--- config.mk ---
export PLATFORM = sky130hd
export DESIGN_NAME = ad7606_frame_packer
export DESIGN_NICKNAME = d
export VERILOG_FILES = /design/src/rtl/ad7606_frame_packer.sv
export SDC_FILE = /design/constraint.sdc
export NUM_CORES = 1
export LEC_CHECK = 0
export ABC_CLOCK_PERIOD_IN_PS = 14030
export BUFFER_PORTS_ARGS = -buffer_cell sky130_fd_sc_hd__buf_4
export CORE_MARGIN = 5
export CORE_UTILIZATION = 30
export DETAILED_ROUTE_END_ITERATION = 7
export SLEW_MARGIN = 20
export SYNTH_ARGS = -nofsm -noshare
export SYNTH_HDL_FRONTEND = slang
export SYNTH_SLANG_ARGS = --single-unit
--- constraint.sdc ---
create_clock -name i_clk -period 14.03 [get_ports i_clk]
set_input_delay 0.7015 -clock i_clk [delete_from_list [all_inputs] [get_ports i_clk]]
set_output_delay 0.7015 -clock i_clk [all_outputs]
set_load 0.1 [all_outputs]
--- src/rtl/ad7606_frame_packer.sv ---
// Gathers one 8-channel AD7606 sample set and streams it as a 20-byte frame:
// HDR0 HDR1 SEQ, 16 data bytes (ch1 MSB first), then an 8-bit sum of SEQ+data.
module ad7606_frame_packer #(
    parameter logic [7:0] P_HDR0 = 8'hA5,
    parameter logic [7:0] P_HDR1 = 8'h5A
) (
    input  logic        i_clk,
    input  logic        i_rst_n,
    input  logic        i_enable,
    input  logic [15:0] i_user_data_1,
    input  logic [15:0] i_user_data_2,
    input  logic [15:0] i_user_data_3,
    input  logic [15:0] i_user_data_4,
    input  logic [15:0] i_user_data_5,
    input  logic [15:0] i_user_data_6,
    input  logic [15:0] i_user_data_7,
    input  logic [15:0] i_user_data_8,
    input  logic        i_user_valid_1,
    input  logic        i_user_valid_2,
    input  logic        i_user_valid_3,
    input  logic        i_user_valid_4,
    input  logic        i_user_valid_5,
    input  logic        i_user_valid_6,
    input  logic        i_user_valid_7,
    input  logic        i_user_valid_8,
    output logic [7:0]  o_tx_data,
    output logic        o_tx_valid,
    input  logic        i_tx_ready,
    output logic        o_tx_sof,
    output logic        o_tx_eof,
    output logic        o_busy,
    output logic [15:0] o_drop_cnt
);
    typedef enum logic [2:0] {
        S_IDLE,
        S_HDR0,
        S_HDR1,
        S_SEQ,
        S_DATA,
        S_CSUM
    } state_t;

    state_t             state_q, state_d;
    logic [3:0]         idx_q, idx_d;
    logic [7:0]         seq_q, seq_d;
    logic [7:0]         csum_q, csum_d;
    logic [7:0]         mask_q, mask_d;
    logic [15:0]        drop_q, drop_d;
    logic signed [15:0] cap_q   [8];
    logic signed [15:0] cap_d   [8];
    logic signed [15:0] txbuf_q [8];
    logic signed [15:0] txbuf_d [8];
    logic signed [15:0] in_data [8];
    logic [7:0]         in_vld;
    logic               mask_full;
    logic               hs;
    logic [15:0]        cur_word;
    logic [7:0]         data_byte;

    function automatic logic [15:0] sat_inc16(input logic [15:0] v);
        return (v == 16'hFFFF) ? v : v + 16'd1;
    endfunction

    assign in_data[0] = i_user_data_1;
    assign in_data[1] = i_user_data_2;
    assign in_data[2] = i_user_data_3;
    assign in_data[3] = i_user_data_4;
    assign in_data[4] = i_user_data_5;
    assign in_data[5] = i_user_data_6;
    assign in_data[6] = i_user_data_7;
    assign in_data[7] = i_user_data_8;

    // Disabled capture behaves as if no strobes arrived.
    assign in_vld = {i_user_valid_8, i_user_valid_7, i_user_valid_6, i_user_valid_5,
                     i_user_valid_4, i_user_valid_3, i_user_valid_2, i_user_valid_1}
                    & {8{i_enable}};

    assign mask_full  = (mask_q == 8'hFF);
    assign hs         = o_tx_valid & i_tx_ready;
    assign o_busy     = (state_q != S_IDLE);
    assign o_drop_cnt = drop_q;

    always_comb begin
        cur_word  = txbuf_q[idx_q[3:1]];
        data_byte = idx_q[0] ? cur_word[7:0] : cur_word[15:8];
    end

    always_comb begin
        o_tx_data  = 8'h00;
        o_tx_valid = 1'b0;
        o_tx_sof   = 1'b0;
        o_tx_eof   = 1'b0;
        case (state_q)
            S_HDR0: begin
                o_tx_data  = P_HDR0;
                o_tx_valid = 1'b1;
                o_tx_sof   = 1'b1;
            end
            S_HDR1: begin
                o_tx_data  = P_HDR1;
                o_tx_valid = 1'b1;
            end
            S_SEQ: begin
                o_tx_data  = seq_q;
                o_tx_valid = 1'b1;
            end
            S_DATA: begin
                o_tx_data  = data_byte;
                o_tx_valid = 1'b1;
            end
            S_CSUM: begin
                o_tx_data  = csum_q;
                o_tx_valid = 1'b1;
                o_tx_eof   = 1'b1;
            end
            default: ;
        endcase
    end

    always_comb begin
        state_d = state_q;
        idx_d   = idx_q;
        seq_d   = seq_q;
        csum_d  = csum_q;
        drop_d  = drop_q;
        cap_d   = cap_q;
        txbuf_d = txbuf_q;

        for (int k = 0; k < 8; k++) begin
            if (in_vld[k]) cap_d[k] = in_data[k];
        end

        if (!i_enable)      mask_d = 8'h00;
        else if (mask_full) mask_d = in_vld;
        else                mask_d = mask_q | in_vld;

        // The snapshot uses the registered captures; this cycle's strobes seed the next set.
        if (mask_full) begin
            if (state_q == S_IDLE) begin
                txbuf_d = cap_q;
                csum_d  = 8'h00;
                state_d = S_HDR0;
            end else begin
                drop_d = sat_inc16(drop_q);
            end
        end

        if (hs) begin
            case (state_q)
                S_HDR0: state_d = S_HDR1;
                S_HDR1: state_d = S_SEQ;
                S_SEQ: begin
                    csum_d  = csum_q + seq_q;
                    idx_d   = 4'd0;
                    state_d = S_DATA;
                end
                S_DATA: begin
                    csum_d = csum_q + data_byte;
                    if (idx_q == 4'd15) state_d = S_CSUM;
                    else                idx_d   = idx_q + 4'd1;
                end
                S_CSUM: begin
                    seq_d   = seq_q + 8'd1;
                    state_d = S_IDLE;
                end
                default: state_d = S_IDLE;
            endcase
        end
    end

    always_ff @(posedge i_clk or negedge i_rst_n) begin
        if (!i_rst_n) begin
            state_q <= S_IDLE;
            idx_q   <= 4'd0;
            seq_q   <= 8'h00;
            csum_q  <= 8'h00;
            mask_q  <= 8'h00;
            drop_q  <= 16'h0000;
        end else begin
            state_q <= state_d;
            idx_q   <= idx_d;
            seq_q   <= seq_d;
            csum_q  <= csum_d;
            mask_q  <= mask_d;
            drop_q  <= drop_d;
        end
    end

    // Sample storage is qualified by mask/state, so it carries no reset.
    always_ff @(posedge i_clk) begin
        cap_q   <= cap_d;
        txbuf_q <= txbuf_d;
    end

endmodule
Word-level counts from Yosys, hierarchy flattened
Cells that the tools add are included.

storage, ports and cells
  register bits = 303
  latch bits = 0
  memory bits (writable) = 0
  bits in read-only memories = 0
  input bits = 140
  output and inout bits = 28
  memories kept = 0

cells by class
  add/sub/neg operators = 5
  multipliers = 0
  divide/modulo/power cells = 0
  order comparisons = 1
  equality and inequality tests = 9
  shift operators = 0
  mux-type cells = 21
  bitwise gates (word level) = 6
  reductions and logical operators = 8

operators by type and width
  operator                                              count
  binary-select mux 16 bit (select 3 bit)               1
  two-way mux 8 bit                                     6
  case mux 8 bit (5 select lines)                       1
  two-way mux 16 bit                                    2
  adder 16 x 1 -> 16 bit (second input constant)        1
  adder 8 bit                                           2
  equality test 16 bit (second input constant)          1
  case mux 8 bit (2 select lines)                       1
  two-way mux 3 bit                                     4
  case mux 3 bit (4 select lines)                       1
  adder 8 x 1 -> 8 bit (second input constant)          1
  bitwise AND 8 bit                                     1
  equality test 8 bit (second input constant)           1
  bitwise OR 8 bit                                      1
  case mux 4 bit (2 select lines)                       1
  equality test 3 x 2 -> 1 bit (second input constant)  2
  equality test 3 bit (second input constant)           2
  AND reduction 3 bit                                   2
  OR reduction 5 bit                                    1
  adder 4 x 1 -> 4 bit (second input constant)          1
  equality test 4 bit (second input constant)           1
  >= comparator 4 bit (second input constant)           1
  two-way mux 4 bit                                     1
  NOT 3 -> 4 bit                                        1
  9 further kinds                                       13

Longest topological paths before layout
  depth in word-level cells = 8
  mapped depth = 16
  mapped depth without buffers = 13

Worst setup path before layout
Ideal clock, no wire load.

  kind = register -> register
  start point = reg (tool-made name)
  end point = reg csum_q[6]
  setup time = 0.135 ns
  arrival = 12.069 ns
  slack = 1.826 ns
  stages on the path, launching flop included = 6
  clock period less this slack = 12.204 ns
  cell sequence = dfrtp_1 > buf_2 > or3_1 > nor3_1 > nor2_1 > a32o_1

RTL lines
  what                  line  RTL
  to (signal assigned)  183   csum_q <= csum_d;
  to (decl)             46    logic [7:0] csum_q, csum_d;

Final worst setup path
  start point = reg idx_q[1]
  end point = out o_tx_data[4]

between the ends
  cells in the longest elaborated chain, start to end = 6

RTL lines
  what                                                   line  RTL
  from (decl)                                            44    logic [3:0] idx_q, idx_d;
  from (signal assigned)                                 181   idx_q <= idx_d;
  NOT 3 -> 4 bit (implied by the code)                   84    cur_word = txbuf_q[idx_q[3:1]];
  binary-select mux 16 bit (select 3 bit)                84
  two-way mux 16 bit (implied by the code) (2 in a row)  84
  two-way mux 8 bit                                      85    data_byte = idx_q[0] ? cur_word[7:0] : cur_word[15:8];
  case mux 8 bit (5 select lines)                        93    case (state_q)
  to (decl)                                              26    output logic [7:0] o_tx_data,

Every way passes these cells. The select of a mux whose other input is x is not followed.

==> flow_summary.ini <==
[status]
status = finished, final reports clean

[power]
p_int_uw = 1670
clkPwrFrac = 0.319
p_switching_uw = 756
p_per_area_nw_per_um2 = 171
max-vdd-ir-drop_v = 0.0000962
p_leak_uw = 0.00516
seqPwrFrac = 0.451
pwr-share-comb = 0.230
switching_share = 0.311

[global_routing]
grtUsageMet1 = 0.169
grt_first_pass_wirelength_um = 38400
overflow = 0
grt.busiest_layer = met2
track_usage = 0.122
grt_max_degree = 74
grt_pass1_vias = 6252
grt_use_met2 = 0.200
antenna_found_initial = 0
use_met3 = 0.0256

[logic_synthesis]
synth_top_family_by_area = multiplexers
synth_xor_area_frac = 0.0192
synth_top_area_cell = edfxtp_1
synthAdderAreaFrac = 0.0127
synth_compound_area_frac = 0.0371
ys_ff_latch = 303
syn_nets = 751
yosysMostFrequentCell = edfxtp_1
synth_edf_count = 256
synth_cell_types = 55
synth_top_area_frac = 0.674
synth.area.top_cells = edfxtp_1, dfrtp_1, mux4_2
synth_simple_gate_area_frac = 0.0479
syn_inst = 600
netlist_area_um2 = 11400
async_flop_share = 0.155
ys_seq_area_frac = 0.777
yosys_warnings = 0
synthMuxAreaShare = 0.0892
synth_commonest_cells = edfxtp_1, dfrtp_1, nand2_1, mux4_2, xnor2_1
synth.avg_cell_area_um2 = 19.0
ys.flop_type = edfxtp_1

[sta]
final-setup-viol-count = 0
setup_tns_ns = 0
finalHoldViolations = 0
timing.slew.headroom = 0.276
skew_ns = 0.0175
tightestPinTransition_ns = 1.09
grt_setup_unrepaired = false
period_share = 0.296
min_period_ns = 4.15
slew_violations = 0
fmax_mhz = 241

[clocking]
cts_made_buffers = 31
root_buffer = clkbuf_16
htreeDepth = 1
cts_tree = done
clock-sinks = 303
worst_skew_pair.late_latency_ns = 0.58
cts_setup_buffers = 0
hold_buffers = 0
ctsResizeCount = 0
cts.clk_slew.worst_paths_ns = 0.06
clk_path_buf_depth = 3

[drt]
routed_wl_um = 25900
drt_first_pass_iters = 5
drt_iter0_markers = 409
vias = 5940
ant_nets = 0
wire_per_inst_um = 19.6
drc = 0
vias_per_cell = 4.50

[setup_path]
path_cells = buf_4 -> mux4_2 -> mux4_2 -> mux2i_1 -> o22ai_1 -> buf_4
cpMaxStageDelayCell = mux4_2
critPathMaxFanout = 38
r2r_end = csum_q[6]
r2r_slack_ns = 10.03
endpoint_kind = primary output
arrival_ns = 3.45
ff2ff_path_depth = 14
worstSetupPathType = reg -> out
critPathMaxStageDelay_ns = 0.63
cp.required_ns = 13.33
rr_startpoint = idx_q[1]
critPathLaunchType = flip-flop

[floorplanning]
die_y_um = 205
dieArea_um2 = 42000
coreArea_um2 = 37600
io_pins = 168
fp.dieW_um = 205
core.rowCount = 71
start_util = 0.303

[cells_and_area]
design_area_um2 = 14200
drive_gt1_frac = 0.318
antenna_cells = 0
nNetsFinal = 939
area_growth_pct = 24.4
final_cells = 1319

[job]
maxCapViolations = 0

[hold_path]
hold_class = in -> async

[place]
finalWeightedCongestion = 0.820
hpwl_um = 17600
placed_cells = 1266
port-buffer-count = 167
place_area_um2 = 13200
## sequential cells by signal, summed over array words and instances, names as in the netlist, named ones only
name        cells
cap_q         128
csum_q          8
txbuf_q       128
seq_q           8
o_drop_cnt     16
idx_q           4
state_q         2
mask_q          8
## worst max-delay path, delay by kind of cell, from the launching register on
family                 cells  cell delay (ns)
AOI/OAI and AO/OA          1             0.20
buffers and inverters      2             0.81
DFF                        1             0.34
muxes                      3             1.47
## logic make-up (layout without fill, tap and decap cells)
family,after synthesis,count (layout)
flip-flops,303,303
XOR/XNOR,25,25
AND/OR/NAND/NOR,108,108
adder cells (fa/ha/maj),11,11
multiplexers,50,50
AO/OA/AOI/OAI,67,67
buffers and inverters,36,244
## power groups by stage
stage	logic (uW)	registers, uW	clock network (uW)
floorplan	451	1070	0
global placement	561	1110	0
detailed placement	566	1120	0
CTS	567	1100	803
global route	602	1110	838
finish	559	1100	775
## routing by layer
metal	routed length [um]	part of all wire
met3	1690	0.065
met2	12500	0.48
met1	11100	0.43
met5	0	0
met4	552	0.021
## metrics by stage
step	utilization	setup WS (ns)	power [uW]	hold WS, ns
finish	0.378	9.88	2430	0.160
global route	0.378	9.71	2550	0.204
CTS	0.378	9.84	2470	0.158
detailed placement	0.352	10.04	1680	0.405
global placement	0.352	10.14	1680	0.401
floorplan	-	1.83	1520	0.400
## area by class of cell
cell class                 instances  area [um2]
clock buffer                      36         795
clock inverter                    17         154
fill                            3467       23400
inverter                          15        56.3
multi-input combinational        261        2360
sequential                       303        8870
tap                              511         639
timing repair buffer             176        1320
## how the worst max path moves through the flow
stage / startpoint / endpoint / slack (ns) / cells after the start
after global routing: idx_q[1] / o_tx_data[3] / 9.71 / 6
after floorplan: flip-flop / csum_q[6] / 1.83 / 5
final: idx_q[1] / o_tx_data[4] / 9.88 / 6
after global placement: idx_q[1] / csum_q[7] / 10.14 / 12
after detailed placement: idx_q[1] / csum_q[6] / 10.04 / 14
after CTS: idx_q[1] / o_tx_data[4] / 9.84 / 6
## layout by cell type (no fill, tap or decap), types with 3 or more instances in the layout
master,netlist,routed
clkinv_1,0,6
mux2_2,4,4
edfxtp_1,256,256
a21oi_1,13,13
nor2b_1,4,4
inv_2,4,4
clkbuf_1,7,5
clkinv_2,0,5
xor2_1,7,7
o22ai_1,4,4
and2_1,9,9
ha_1,10,10
buf_4,1,176
xnor2_1,18,18
and3_1,4,4
o21ai_1,7,7
o21ai_0,15,15
a21o_1,8,8
nor2_1,14,14
mux4_1,12,12
nand4_1,11,11
nor3_1,8,7
or3_1,3,3
inv_1,11,11
mux4_2,25,25
nand2_1,34,34
dfrtp_1,47,45
clkbuf_16,0,31
mux2i_1,8,8
nand3_1,13,13
(Power assumes the default switching activity.)
